--- config.mk ---
export PLATFORM = sky130hd
export DESIGN_NAME = vx_gbar_responder
export DESIGN_NICKNAME = d
export VERILOG_FILES = /design/src/rtl/vx_gbar_responder.sv
export SDC_FILE = /design/constraint.sdc
export NUM_CORES = 1
export LEC_CHECK = 0
export ABC_AREA = 1
export BUFFER_PORTS_ARGS = -buffer_cell sky130_fd_sc_hd__buf_2
export CAP_MARGIN = 40
export CORE_MARGIN = 2
export CORE_UTILIZATION = 45
export CTS_CLUSTER_SIZE = 10
export DETAILED_ROUTE_END_ITERATION = 8
export PLACE_DENSITY = 0.65
export SYNTH_ARGS = -nofsm -noshare
export SYNTH_HDL_FRONTEND = slang
export SYNTH_SLANG_ARGS = --single-unit
--- constraint.sdc ---
create_clock -name clk -period 5.05 [get_ports clk]
set_clock_uncertainty 0.05 [all_clocks]
set_input_delay 0.2525 -clock clk [delete_from_list [all_inputs] [get_ports clk]]
set_output_delay 0.2525 -clock clk [all_outputs]
set_load 0.02 [all_outputs]
--- src/rtl/vx_gbar_responder.sv ---
// Global barrier responder: round-robin accepts one core arrival per cycle,
// tracks per-barrier arrival masks and broadcasts a registered release.
// Optional macro GBAR_PERF_EN adds perf_releases / perf_wait_cycles counters.
module vx_gbar_responder #(
   parameter  int NUM_CORES    = 4,
   parameter  int NUM_BARRIERS = 8,
   localparam int NC_WIDTH     = (NUM_CORES > 1) ? $clog2(NUM_CORES) : 1,
   localparam int NB_WIDTH     = (NUM_BARRIERS > 1) ? $clog2(NUM_BARRIERS) : 1
) (
   input  logic                                clk,
   input  logic                                reset,
   input  logic [NUM_CORES-1:0]                req_valid,
   input  logic [NUM_CORES-1:0][NB_WIDTH-1:0]  req_id,
   input  logic [NUM_CORES-1:0][NC_WIDTH-1:0]  req_size_m1,
   input  logic [NUM_CORES-1:0][NC_WIDTH-1:0]  req_core_id,
   output logic [NUM_CORES-1:0]                req_ready,
   output logic                                rsp_valid,
   output logic [NB_WIDTH-1:0]                 rsp_id,
   output logic                                dup_err
`ifdef GBAR_PERF_EN
   ,
   output logic [31:0]                         perf_releases,
   output logic [31:0]                         perf_wait_cycles
`endif
);

   function automatic logic [NC_WIDTH:0] popcount(input logic [NUM_CORES-1:0] v);
      logic [NC_WIDTH:0] cnt;
      cnt = '0;
      for (int i = 0; i < NUM_CORES; i++) begin
         cnt = cnt + (NC_WIDTH+1)'(v[i]);
      end
      return cnt;
   endfunction

   logic [NUM_CORES-1:0] arrive [NUM_BARRIERS];
   logic [NC_WIDTH-1:0]  rr_ptr;

   logic                 grant_vld_p0;
   logic [NC_WIDTH-1:0]  grant_idx_p0;
   logic [NB_WIDTH-1:0]  sel_id_p0;
   logic [NC_WIDTH-1:0]  sel_core_p0;
   logic [NC_WIDTH-1:0]  sel_size_p0;
   logic [NUM_CORES-1:0] core_bit_p0;
   logic [NUM_CORES-1:0] nxt_mask_p0;
   logic                 dup_p0;
   logic                 rel_p0;
   int                   idx;

   // Stage p0: round-robin grant starting at rr_ptr; no grant while in reset
   always_comb begin
      grant_vld_p0 = 1'b0;
      grant_idx_p0 = '0;
      req_ready    = '0;
      idx          = 0;
      for (int k = 0; k < NUM_CORES; k++) begin
         idx = int'(rr_ptr) + k;
         if (idx >= NUM_CORES) idx = idx - NUM_CORES;
         if (!grant_vld_p0 && req_valid[idx]) begin
            grant_vld_p0 = 1'b1;
            grant_idx_p0 = NC_WIDTH'(idx);
         end
      end
      if (reset) grant_vld_p0 = 1'b0;
      if (grant_vld_p0) req_ready[grant_idx_p0] = 1'b1;
   end

   always_comb begin
      sel_id_p0   = req_id[grant_idx_p0];
      sel_core_p0 = req_core_id[grant_idx_p0];
      sel_size_p0 = req_size_m1[grant_idx_p0];
      core_bit_p0 = NUM_CORES'(1) << sel_core_p0;
      nxt_mask_p0 = arrive[sel_id_p0] | core_bit_p0;
      dup_p0      = grant_vld_p0 && ((arrive[sel_id_p0] & core_bit_p0) != '0);
      rel_p0      = grant_vld_p0 && !dup_p0 &&
                    (popcount(nxt_mask_p0) == ({1'b0, sel_size_p0} + (NC_WIDTH+1)'(1)));
   end

   // Stage p1: mask update and registered release / duplicate pulse
   always_ff @(posedge clk) begin
      if (reset) begin
         for (int b = 0; b < NUM_BARRIERS; b++) arrive[b] <= '0;
         rr_ptr    <= '0;
         rsp_valid <= 1'b0;
         rsp_id    <= '0;
         dup_err   <= 1'b0;
      end else begin
         rsp_valid <= rel_p0;
         dup_err   <= dup_p0;
         if (rel_p0) rsp_id <= sel_id_p0;
         if (grant_vld_p0) begin
            rr_ptr <= (grant_idx_p0 == NC_WIDTH'(NUM_CORES-1)) ? '0 : grant_idx_p0 + NC_WIDTH'(1);
            if (!dup_p0) arrive[sel_id_p0] <= rel_p0 ? '0 : nxt_mask_p0;
         end
      end
   end

`ifdef GBAR_PERF_EN
   logic any_arrive;

   always_comb begin
      any_arrive = 1'b0;
      for (int b = 0; b < NUM_BARRIERS; b++) begin
         if (arrive[b] != '0) any_arrive = 1'b1;
      end
   end

   always_ff @(posedge clk) begin
      if (reset) begin
         perf_releases    <= '0;
         perf_wait_cycles <= '0;
      end else begin
         if (rel_p0)     perf_releases    <= perf_releases + 32'd1;
         if (any_arrive) perf_wait_cycles <= perf_wait_cycles + 32'd1;
      end
   end
`endif

endmodule

==> flow_metrics.env <==
export IMPL_status="finished, final reports clean"
export IMPL_synth_edf_count=32
export IMPL_cp_end_kind="flop"
export IMPL_io_pin_count=43
export IMPL_drt_pass1_iterations=4
export IMPL_cp_data_required_time_ns=5.04
export IMPL_post_route_drc_count=0
export IMPL_post_cts_buffers=0
export IMPL_cts_tree="built"
export IMPL_clockBufferDepth=2
export IMPL_grt_pass1_vias=2411
export IMPL_worstSetupPathType="reg -> reg"
export IMPL_grt_max_degree=23
export IMPL_die_x_um=86.5
export IMPL_grt_usage_pct=17.7
export IMPL_period_minus_slack_ns=4.65
export IMPL_cts_made_buffers=5
export IMPL_finalSetupViolCount=0
export IMPL_ys_dominant_reg_cell="edfxtp_1"
export IMPL_die_y_um=86.5
export IMPL_ctsResizeCount=1
export IMPL_cp_max_fo=13
export IMPL_use_met1_pct=22.0
export IMPL_grt_met2_usage_pct=31.6
export IMPL_drt_iter0_drc=72
export IMPL_cts_max_level=2
export IMPL_drt_total_wl_um=6240
export IMPL_slew_violations=0
export IMPL_max_cap_violations=0
export IMPL_ys_seq_area_share_pct=36.0
export IMPL_hold_start="reset"
export IMPL_reg2reg_from="rr_ptr[0]"
export IMPL_cp_start_kind="flop"
export IMPL_async_reset_ff_share_pct=0
export IMPL_min_path_type="in -> reg"
export IMPL_viasPerCell=4.92
export IMPL_drive_gt1_share_pct=26.6
export IMPL_netlist_instances=398
export IMPL_hold_violations=0
export IMPL_diodes=0
export IMPL_grt_overflow=0
export IMPL_dieArea_um2=7470
export IMPL_yosysUniqueCellTypes=34
export IMPL_routedWlPerCell_um=11.9
export IMPL_ys_ff_latch=39
export IMPL_cts_hold_fix_buffers=0
export IMPL_slew_headroom_pct=66.5
export IMPL_core_area_um2=6680
export IMPL_worstSetupStartpoint="rr_ptr[0]"
export IMPL_antenna_found_initial=0
export IMPL_tightest_slew_ns=0.502
export IMPL_syn_avg_cell_area_um2=7.69
export IMPL_rsz0062_at_grt="false"
export IMPL_port_buffers=42
export IMPL_yosysWarnings=0
export IMPL_fmax_mhz=215
export IMPL_clk_pin_slew_ns=0.07
export IMPL_fin_tns_setup_ns=0
export IMPL_insertion_delay_ns=0.29
export IMPL_grt_met3_usage_pct=2.57
export IMPL_fin_crit_sh_pct=92.1
export IMPL_start_util_pct=45.8
export IMPL_netlist_area_um2=3060
export IMPL_grt_pass1_wl_um=10500
export IMPL_final_nets=484
export IMPL_row_count=30
export IMPL_clock_sinks=39
export IMPL_area_delta_synth_final_pct=12.3
export IMPL_synth_nets=440
export IMPL_place_congestion=0.841
export IMPL_busiest_layer="met2"
export IMPL_arrival_ns=4.64
export IMPL_dp_hpwl_um=4870
export IMPL_vias=2575
export IMPL_root_buffer="clkbuf_8"
export IMPL_drtAntennaViolNets=0
area by class of cell:
| type | count | area, µm² |
|---|---|---|
| fill | 652 | 3250 |
| inverter | 70 | 270 |
| multi-input combinational | 281 | 1610 |
| clock buffer | 5 | 68.8 |
| tap | 80 | 100 |
| timing repair buffer | 45 | 233 |
| clock inverter | 3 | 43.8 |
| sequential | 39 | 1110 |
synthesized netlist by cell type, types with 2 or more instances:
cell        n  share of area, %
o21ai_2     2              0.57
nand2_1   108                13
nor3_4      2               1.1
nand3_1    33               5.4
nor2_4      5               1.8
ha_1        7               2.9
nand4_1    10               2.0
o21ai_0     4              0.65
xor2_1      2              0.57
nand2_4     9               3.3
buf_6       6               2.2
o21ai_4     2               1.1
a21oi_1     2              0.33
nor2_8      2               1.3
edfxtp_1   32                31
nor2_1     51               6.3
nand2_2    24               4.9
nand3_4     3               1.7
nand3_2     7               2.3
inv_1      66               8.1
inv_2       2              0.25
dfxtp_1     7               4.6
critical path: stages, from the launching register on:
cell and delay [ns]:
dfxtp_4 0.43, inv_6 0.07, nand2_1 0.06, nand2_1 0.07, nand2_1 0.09, inv_1 0.05
nor2_1 0.18, nand3_4 0.18, nand3_4 0.20, buf_4 0.18, inv_2 0.10, nand2_1 0.07
nand3_1 0.06, nand2_1 0.12, inv_1 0.07, nor2_1 0.20, inv_1 0.06, nand2_1 0.13
inv_1 0.07, fa_1 0.49, inv_1 0.04, ha_1 0.19, ha_1 0.28, xor2_1 0.17
nor3_4 0.27, nand3_4 0.22, o21ai_4 0.20, nor2_1 0.08
per-layer routing:
metal	wire length [µm]	part of all wire, %
met1	2780	45
met2	3080	49
met3	238	3.8
met4	136	2.2
met5	0	0
state kept, by name, summed over array words and instances, names as in the netlist:
name	flops
arrive	32
rr_ptr	2
rsp_id	3
dup_err	1
rsp_valid	1
cell usage in the layout, fill, tap and decap left out, drive strengths merged:
master / n
nand3: 43
nor2: 59
fa: 1
buf: 45
clkbuf: 5
nor3: 2
o22ai: 1
nand4: 11
dfxtp: 7
a21oi: 2
bufinv: 1
o21ai: 8
xnor2: 1
a32oi: 1
edfxtp: 32
clkinv: 2
inv: 70
or3: 1
a211oi: 1
xor2: 2
ha: 7
nand2: 141
metrics by stage:
stage	area [µm²]	setup WS (ns)	cells	hold slack [ns]	util, %
3_3_place_gp	3300	0.166	515	0.412	49.4
5_1_grt	3440	0.0166	523	0.0883	51.4
4_1_cts	3420	0.0700	523	0.0829	51.2
3_5_place_dp	3300	0.0150	515	0.404	49.4
6_report	3440	0.399	523	0.0815	51.4
2_1_floorplan	3060	0.928	398	0.281	-
final timing paths:
| kind | to | slack, ns | depth (start not counted) |
|---|---|---|---|
| min reg2reg | rsp_id[2] | 0.47 | 4 |
| max | arrive[7][0] | 0.40 | 27 |
| max reg2reg | arrive[7][0] | 0.40 | 27 |
| min | rr_ptr[0] | 0.08 | 2 |
cell families after synthesis:
group | after synthesis | share of synthesized area [%]
xor+xnor | 3 | 0.859
buf+inv | 78 | 11.8
simple gates | 257 | 44.2
flops | 39 | 36.0
compound gates | 13 | 3.60
fa+ha+maj | 8 | 3.52
Power is left out: the tool's default activity adds up to more than one toggle a clock period on the data nets, which glitch-free logic cannot reach.
